### src/rtl/saadi_pkg.sv
// saadi_pkg
// Shared definitions for the SAADI-EC accumulation sequencer:
//   - default datapath / counter widths
//   - sequencer state encoding
//   - ec_form(): error-correction form of a final sum
package saadi_pkg;

    localparam int N  = 8;
    localparam int CW = 8;

    typedef enum logic [1:0] {
        IDLE = 2'd0,
        RUN  = 2'd1,
        CORR = 2'd2
    } state_t;

    // Force the MSB and keep the upper N-1 bits of the sum, shifted down one place.
    function automatic logic [N-1:0] ec_form(input logic [N-1:0] sum);
        return {1'b1, sum[N-1:1]};
    endfunction

endpackage

### src/rtl/saadi_acc_sequencer_sat_add.sv
// saadi_sat_add
// Combinational N-bit saturating adder.
// Ports:
//   a, b   in   N   addends
//   sum    out  N   a + b, or all-ones when the addition carries out
//   carry  out  1   carry-out of the raw N-bit addition
module saadi_sat_add #(
    parameter int N = 8
) (
    input  logic [N-1:0] a,
    input  logic [N-1:0] b,
    output logic [N-1:0] sum,
    output logic         carry
);

    logic [N:0] raw;

    assign raw   = {1'b0, a} + {1'b0, b};
    assign carry = raw[N];
    assign sum   = raw[N] ? {N{1'b1}} : raw[N-1:0];

endmodule

### src/rtl/saadi_acc_sequencer.sv
// saadi_acc_sequencer
// Drives the SAADI-EC accumulation loop: latches an operand and shift mask on
// start, adds (dividend >> k) into a saturating sum for each set mask bit k over
// T = min(t, N) iterations, then returns the (optionally error-corrected) sum.
// Ports:
//   clk, rst     clock and synchronous active-high reset
//   start        request, sampled only in IDLE
//   dividend     operand, latched on accepted start
//   shift_mask   bit k selects term (dividend >> k) at iteration k
//   t            requested iteration count (clamped to N)
//   ec_en        apply ec_form() to the result
//   busy         high from the cycle after accepted start until done
//   counter      current iteration index, holds T after completion
//   done         one-cycle pulse, quotient valid
//   quotient     result, held until the next result is produced
//   ovf          sticky saturation flag of the current operation
//
// state | meaning
// IDLE  | waiting for start; outputs hold the last result
// RUN   | one iteration per cycle, k = counter
// CORR  | form quotient, pulse done, return to IDLE
import saadi_pkg::*;

module saadi_acc_sequencer #(
    parameter int N  = saadi_pkg::N,
    parameter int CW = saadi_pkg::CW
) (
    input  logic          clk,
    input  logic          rst,
    input  logic          start,
    input  logic [N-1:0]  dividend,
    input  logic [N-1:0]  shift_mask,
    input  logic [CW-1:0] t,
    input  logic          ec_en,
    output logic          busy,
    output logic [CW-1:0] counter,
    output logic          done,
    output logic [N-1:0]  quotient,
    output logic          ovf
);

    localparam int KW = $clog2(N);

    state_t        state, state_nxt;
    logic [N-1:0]  dividend_q, dividend_nxt;
    logic [N-1:0]  mask_q, mask_nxt;
    logic [N-1:0]  sum_q, sum_nxt;
    logic [CW-1:0] t_q, t_nxt;
    logic          ec_q, ec_nxt;
    logic          busy_nxt, done_nxt, ovf_nxt;
    logic [CW-1:0] counter_nxt;
    logic [N-1:0]  quotient_nxt;

    logic [CW-1:0] t_eff;
    logic [N-1:0]  term;
    logic [N-1:0]  add_sum;
    logic          add_carry;

    assign t_eff = (t > CW'(N)) ? CW'(N) : t;
    // counter stays below N in RUN, so the shift never exceeds N-1.
    assign term  = dividend_q >> counter;

    saadi_sat_add #(.N(N)) u_sat_add (
        .a     (sum_q),
        .b     (term),
        .sum   (add_sum),
        .carry (add_carry)
    );

    always_comb begin
        state_nxt    = state;
        dividend_nxt = dividend_q;
        mask_nxt     = mask_q;
        sum_nxt      = sum_q;
        t_nxt        = t_q;
        ec_nxt       = ec_q;
        busy_nxt     = busy;
        done_nxt     = 1'b0;
        ovf_nxt      = ovf;
        counter_nxt  = counter;
        quotient_nxt = quotient;
        case (state)
            IDLE: begin
                if (start) begin
                    dividend_nxt = dividend;
                    mask_nxt     = shift_mask;
                    ec_nxt       = ec_en;
                    t_nxt        = t_eff;
                    sum_nxt      = '0;
                    counter_nxt  = '0;
                    ovf_nxt      = 1'b0;
                    busy_nxt     = 1'b1;
                    state_nxt    = (t_eff != '0) ? RUN : CORR;
                end
            end
            RUN: begin
                if (mask_q[counter[KW-1:0]]) begin
                    sum_nxt = add_sum;
                    if (add_carry) begin
                        ovf_nxt = 1'b1;
                    end
                end
                counter_nxt = counter + CW'(1);
                if (counter + CW'(1) == t_q) begin
                    state_nxt = CORR;
                end
            end
            CORR: begin
                quotient_nxt = ec_q ? ec_form(sum_q) : sum_q;
                done_nxt     = 1'b1;
                busy_nxt     = 1'b0;
                state_nxt    = IDLE;
            end
            default: begin
                state_nxt = IDLE;
            end
        endcase
    end

    always_ff @(posedge clk) begin
        if (rst) begin
            state      <= IDLE;
            dividend_q <= '0;
            mask_q     <= '0;
            sum_q      <= '0;
            t_q        <= '0;
            ec_q       <= 1'b0;
            busy       <= 1'b0;
            done       <= 1'b0;
            ovf        <= 1'b0;
            counter    <= '0;
            quotient   <= '0;
        end else begin
            state      <= state_nxt;
            dividend_q <= dividend_nxt;
            mask_q     <= mask_nxt;
            sum_q      <= sum_nxt;
            t_q        <= t_nxt;
            ec_q       <= ec_nxt;
            busy       <= busy_nxt;
            done       <= done_nxt;
            ovf        <= ovf_nxt;
            counter    <= counter_nxt;
            quotient   <= quotient_nxt;
        end
    end

endmodule

### config.mk
export PLATFORM = sky130hd
export DESIGN_NAME = saadi_acc_sequencer
export DESIGN_NICKNAME = d
export VERILOG_FILES = /design/src/rtl/saadi_pkg.sv /design/src/rtl/saadi_acc_sequencer_sat_add.sv /design/src/rtl/saadi_acc_sequencer.sv
export SDC_FILE = /design/constraint.sdc
export NUM_CORES = 1
export LEC_CHECK = 0
export CAP_MARGIN = 20
export CORE_MARGIN = 4
export CORE_UTILIZATION = 50
export CTS_CLUSTER_SIZE = 12
export DETAILED_ROUTE_END_ITERATION = 7
export PLACE_DENSITY = 0.8
export SYNTH_ARGS = -nofsm -noshare
export SYNTH_HDL_FRONTEND = slang
export SYNTH_SLANG_ARGS = --single-unit
### constraint.sdc
create_clock -name clk -period 3.2 [get_ports clk]
set_input_delay 0.96 -clock clk [delete_from_list [all_inputs] [get_ports clk]]
set_output_delay 0.96 -clock clk [all_outputs]
set_load 0.005 [all_outputs]
* Word-level counts from Yosys, hierarchy flattened
Cells that the tools add are included.
Widths: inputs -> output; s select.
** Cells by class
- Add/subtract/negate cells :: 2
- $mul :: 0
- Div/mod/pow operators :: 0
- $lt $le $gt $ge :: 2
- Equality and inequality tests :: 7
- Shift operators :: 1
- Mux-type cells :: 20
- Bitwise logic cells :: 0
- Reduce and logical (&&, ||, !) cells :: 10
** Operator list (number)
- $mux 8 :: 5
- $pmux 8 s2 :: 2
- $add 8x8->9 :: 1
- $add 8x1->8 const B :: 1
- $eq 8x8->1 :: 1
- $gt 8x4->1 const B :: 1
- $reduce_and 2->1 :: 4
- $reduce_bool 8->1 :: 1
- $shr 8x8->8 :: 1
- $mux 1 :: 6
- $mux 2 :: 3
- $ne 2x2->1 const B :: 3
- $lt 3x4->1 const B :: 1
- $pmux 1 s2 :: 2
- $pmux 2 s2 :: 1
- $reduce_and 4->1 :: 1
- $reduce_bool 2->1 :: 2
- $bmux 1 s3 :: 1
- $reduce_and 3->1 :: 1
- $eq 2x1->1 const B :: 1
- $eq 2x2->1 const B :: 1
- $logic_not 2->1 :: 1
- $ne 2x1->1 const B :: 1
** Storage, ports and cells
- Bits in registers :: 54
- Latch bits :: 0
- Bits in writable memories :: 0
- Bits in read-only memories :: 0
- Bits of input ports :: 28
- Output and inout bits :: 19
- Logic and storage cells :: 53
- Memories kept :: 0

* Longest topological paths before layout
Gate-level depths: netlist (run 1).
- Depth after elaboration :: 6
- Gate-level depth with buffers :: 15

* Hierarchy
From an unflattened synthesis (run 1), not the netlist that was laid out.
** Unflattened totals
- Cells, all modules :: 354
- Area total of the unflattened synthesis :: 3040.4 sq um
** By module, submodules not included
- saadi_acc_sequencer :: instances 1, cells an instance 305, area an instance 2652.5 sq um, sequential area each 1081.0 sq um
- saadi_sat_add :: instances 1, cells an instance 49, area an instance 387.9 sq um, sequential area each 0.0 sq um

* Worst setup path before layout (run 1)
No wires, ideal clock.
- Path kind :: flip-flop to flip-flop
- Start point :: register counter[1]
- End point :: register sum_q[5]
- Library setup time :: 126 ps
- Arrival time :: 2885 ps
- Required time :: 3074 ps
- Path slack :: 188 ps
- Cell stages (with the launch flop) :: 15
- Buffers on the path :: 2
- Period minus slack after synthesis :: 3012 ps
- Cell sequence :: dfxtp_1 > buf_6 > clkbuf_1 > mux2_2 > nor2_1 > a21oi_1 > a21oi_1 > nor2_1 > ha_1 > fa_1 > a21oi_1 > o21ai_0 > a31o_2 > nor2_1 > o21ai_0
** Between the ends
- Longest elaborated chain between the ends :: 5
** Ends and longest elaborated chain
- start: declaration :: line saadi_acc_sequencer.sv:36 : output logic [CW-1:0] counter,
- start signal: assignment :: line saadi_acc_sequencer.sv:143 : counter <= counter_nxt;
- $shr 8x8->8 :: line saadi_acc_sequencer.sv:61 : assign term = dividend_q >> counter;
- $add 8x8->9 :: line saadi_acc_sequencer_sat_add.sv:18 : assign raw = {1'b0, a} + {1'b0, b};
- $mux 8 :: line saadi_acc_sequencer_sat_add.sv:20 : assign sum = raw[N] ? {N{1'b1}} : raw[N-1:0];
- $mux 8 :: line saadi_acc_sequencer.sv:97 : if (mask_q[counter[KW-1:0]]) begin
- $pmux 8 s2 :: line saadi_acc_sequencer.sv:82 : case (state)
- end signal: assignment :: line saadi_acc_sequencer.sv:137 : sum_q <= sum_nxt;
- end: declaration :: line saadi_acc_sequencer.sv:47 : logic [N-1:0] sum_q, sum_nxt;
Several ways; a longest one is shown, not always the timed one. The select of a mux whose other input is x is not followed.
A chain may end at the register's enable or synchronous reset.

* Worst setup path after layout (run 1)
- Start point :: register counter[4]
- End point :: register sum_q[5]
** Between the ends
- Longest elaborated chain between the ends :: 5
** Ends and longest elaborated chain (line)
- $shr 8x8->8 :: saadi_acc_sequencer.sv:61
- $add 8x8->9 :: saadi_acc_sequencer_sat_add.sv:18
- $mux 8 :: saadi_acc_sequencer_sat_add.sv:20
- $mux 8 :: saadi_acc_sequencer.sv:97
- $pmux 8 s2 :: saadi_acc_sequencer.sv:82
Every way passes these cells. The select of a mux whose other input is x is not followed.

==> results of run 1 <==
-- final timing paths --
kind	slack [ps]	cells past startpoint	start	endpoint
worst min-delay path	460	2	mask_q[3]	mask_q[3]
worst max register to register	240	10	counter[4]	sum_q[5]
worst min register to register	460	2	mask_q[3]	mask_q[3]
worst max-delay path	240	10	counter[4]	sum_q[5]
-- kinds of logic after synthesis --
kind of cell    count (synthesis)  synth area share (%)
compound gates                 89                 19.27
fa+ha+maj                      10                 4.530
xor+xnor                       14                 4.188
simple gates                  145                 22.14
mux                            22                 8.589
flops                          54                 36.92
buf+inv                        29                 4.359
-- registers in the layout, indices dropped and copies added (netlist names) --
signal      count
busy            1
counter         8
dividend_q      8
done            1
ec_q            1
mask_q          8
ovf             1
quotient        8
state           2
sum_q           8
t_q             8
-- placed cells by master, fill, tap and decap left out, types with 2 or more instances in the layout --
| cell | Yosys | final |
|---|---|---|
| nor3_1 | 9 | 9 |
| a21o_2 | 2 | 2 |
| mux2_2 | 5 | 5 |
| nand2b_1 | 4 | 4 |
| a21oi_1 | 35 | 35 |
| o21bai_1 | 3 | 3 |
| o211ai_1 | 2 | 2 |
| clkdlybuf4s50_1 | 0 | 46 |
| nor2b_1 | 5 | 5 |
| xnor2_1 | 8 | 8 |
| mux4_2 | 2 | 2 |
| clkbuf_8 | 0 | 5 |
| inv_1 | 5 | 5 |
| a21o_1 | 7 | 7 |
| mux2i_1 | 15 | 15 |
| nand3_1 | 8 | 8 |
| xor2_1 | 6 | 6 |
| nor2_1 | 47 | 47 |
| a31oi_1 | 2 | 2 |
| a22oi_1 | 6 | 6 |
| buf_4 | 0 | 12 |
| o21ai_0 | 12 | 12 |
| ha_1 | 9 | 9 |
| nor2_2 | 2 | 2 |
| a211oi_1 | 12 | 12 |
| and2_1 | 5 | 5 |
| nand2_1 | 54 | 54 |
| dfxtp_1 | 54 | 53 |
-- layout make-up --
| type | instances | area (um^2) | area share, % |
|---|---|---|---|
| clock buffer | 6 | 72.57 | 2.031 |
| clock inverter | 2 | 37.54 | 1.050 |
| inverter | 5 | 18.77 | 0.5252 |
| multi-input combinational | 280 | 1719 | 48.11 |
| sequential | 54 | 1085 | 30.36 |
| tap | 72 | 90.09 | 2.521 |
| timing repair buffer | 58 | 550.5 | 15.41 |
-- layer usage --
metal	share of wire [%]	GRT usage, %
met5	0	0
met4	3.7	8.345
met3	3.8	3.435
met2	48	32.60
met1	45	22.74
-- worst register-to-register path, stage by stage, from the launching register on --
cell and delay [ps]:
dfxtp_1 320, nor4_1 370, buf_4 200, or3b_2 430, a21oi_1 290, fa_1 260
a21oi_1 90, o21ai_0 380, a31o_2 300, nor2_1 80, o21ai_0 150
-- per-stage QoR --
stage,hold WS (ps),instance area [um^2],total power [W],instances
6_report,455.1,3573,0.001530,477
5_1_grt,486.9,3573,0.001618,477
4_1_cts,460.3,3570,0.001541,477
3_5_place_dp,446.6,3460,0.001091,469
3_3_place_gp,437.3,3460,0.001084,469
2_1_floorplan,431.8,2928,0.0009720,363
-- timing repair --
item / 4_1_cts / 5_1_grt
gates resized for setup: 0 / 2
setup endpoints to repair: 0 / 9
buffers inserted: 0 / 0
-- power groups by stage --
stage | Combinational [W] | Sequential, W | Clock, W
floorplan | 0.000223 | 0.000749 | 0
global placement | 0.000314 | 0.000770 | 0
detailed placement | 0.000319 | 0.000771 | 0
CTS | 0.000322 | 0.000756 | 0.000463
global route | 0.000359 | 0.000763 | 0.000496
finish | 0.000320 | 0.000756 | 0.000455
-- synth_stat cells (6+ instances only) --
| cell type | n |
|---|---|
| a21o_1 | 7 |
| a21oi_1 | 35 |
| mux2i_1 | 15 |
| nand3_1 | 8 |
| nand2_1 | 54 |
| dfxtp_1 | 54 |
| ha_1 | 9 |
| nor2_1 | 47 |
| xor2_1 | 6 |
| a211oi_1 | 12 |
| clkbuf_1 | 18 |
| nor3_1 | 9 |
| xnor2_1 | 8 |
| o21ai_0 | 12 |
| a22oi_1 | 6 |
==> flow_metrics.tcl, run 1 <==
set metrics [dict create \
    synth_edf_count 0 \
    clk_latency_ps 310 \
    comb_power_share_pct 20.9 \
    cp_slowest_cell "or3b_2" \
    rsz0062_at_grt "no" \
    endpoint_kind "register" \
    rows 27 \
    p_int_w 0.001102 \
    synth_area_per_cell_um2 8.066 \
    cts_root_buf "clkbuf_8" \
    cts_sinks 54 \
    synth_fp_nets 401 \
    drive_gt1_share_pct 9.383 \
    ys_types 49 \
    clkSlewWorstSetupHoldPaths_ps 100 \
    crit_type "register to register" \
    layout.filler_cells 514 \
    pwr-share-clk_pct 29.7 \
    grt.total_usage_pct 18.86 \
    dieHeight_um 84.52 \
    vias_per_cell 5.545 \
    hold_violations 0 \
    dieWidth_um 84.52 \
    synth-seq-area-share_pct 36.92 \
    netlist_top_cells_area "dfxtp_1 (37%), nand2_1 (6.9%), nor2_1 (6.0%), a21oi_1 (6.0%), mux2i_1 (5.1%)" \
    hold_buffers 0 \
    overflow 0 \
    cts_tree "yes" \
    powerDensity_nw_per_um2 428.3 \
    dp_hpwl_mm 4.961 \
    fin_nets 442 \
    grt_max_degree 26 \
    arrival_ps 3190 \
    path_max_fanout 7 \
    numCtsBuffers 5 \
    period_needed_ps 2961 \
    synth_seq_cells 54 \
    core-area_um2 5608 \
    io_buffers 46 \
    async_flop_share_pct 0 \
    relSlewSlack_pct 37.52 \
    cp_slowest_stage_delay_ps 430 \
    yosys_warnings 0 \
    grt_pass1_wl_mm 11.27 \
    fin_setup_tns_ps 0 \
    post-place-ws_ps 152.9 \
    status "finished, final reports clean" \
    min_period_over_period_pct 92.52 \
    dr.pass1.iters 4 \
    drv_cap 0 \
    hp-class "register to register" \
    yosys.area.top_type_share_pct 36.92 \
    crit_chain "nor4_1 -> buf_4 -> or3b_2 -> a21oi_1 -> fa_1 -> a21oi_1 -> o21ai_0 -> a31o_2 -> nor2_1 -> o21ai_0" \
    wl_per_cell_um 13.83 \
    antenna_found_initial 0 \
    dieArea_um2 7144 \
    p_leak_nw 1.401 \
    cts_buffer_depth 2 \
    setup_ws_ps 239.2 \
    setup_viol 0 \
    ios 47 \
    power.switching_w 0.0004284 \
    ant_nets 0 \
    cp_top_family "compound AO/OA/AOI/OAI gates" \
    num_vias 2645 \
    drc_errors 0 \
    tightest_slew_ps 935.2 \
    drtIter0Drc 69 \
    fin_util_pct 63.72 \
    syn-instance-count 363 \
    syn_area_um2 2928 \
    cp.buffers_inverters 1 \
    finalClockSkew_ps 11.06 \
    synthToLayoutAreaGrowth_pct 22.05 \
    antenna_cells 0 \
    totalWireLength_mm 6.599 \
    cts_max_level 2 \
    grt_pass1_vias 2536 \
    fmax_ghz 0.3377 \
    vdd_drop_max_v 0.0002733 \
    synth_top_cell_by_area "dfxtp_1" \
    start_util_pct 52.21 \
    gp_congestion 0.8705 \
    p_sw_share_pct 27.99 \
    drv_slew 0 \
    crit_required_ps 3430 \
    yosys_most_used_dff "dfxtp_1" \
    cp-start-kind "register" \
    p_seq_share_pct 49.4 \
]
Note: power is estimated with default switching activity, not from simulation.
==> run 2: changes to the inputs <==
--- a/config.mk
+++ b/config.mk
@@ -10,6 +10,7 @@
 export CORE_UTILIZATION = 50
 export CTS_CLUSTER_SIZE = 12
 export DETAILED_ROUTE_END_ITERATION = 7
+export GPL_ROUTABILITY_DRIVEN = 1
 export PLACE_DENSITY = 0.8
 export SYNTH_ARGS = -nofsm -noshare
 export SYNTH_HDL_FRONTEND = slang
==> results of run 2 <==
The final DEF is identical to that of run 1; final timing and power are the same.
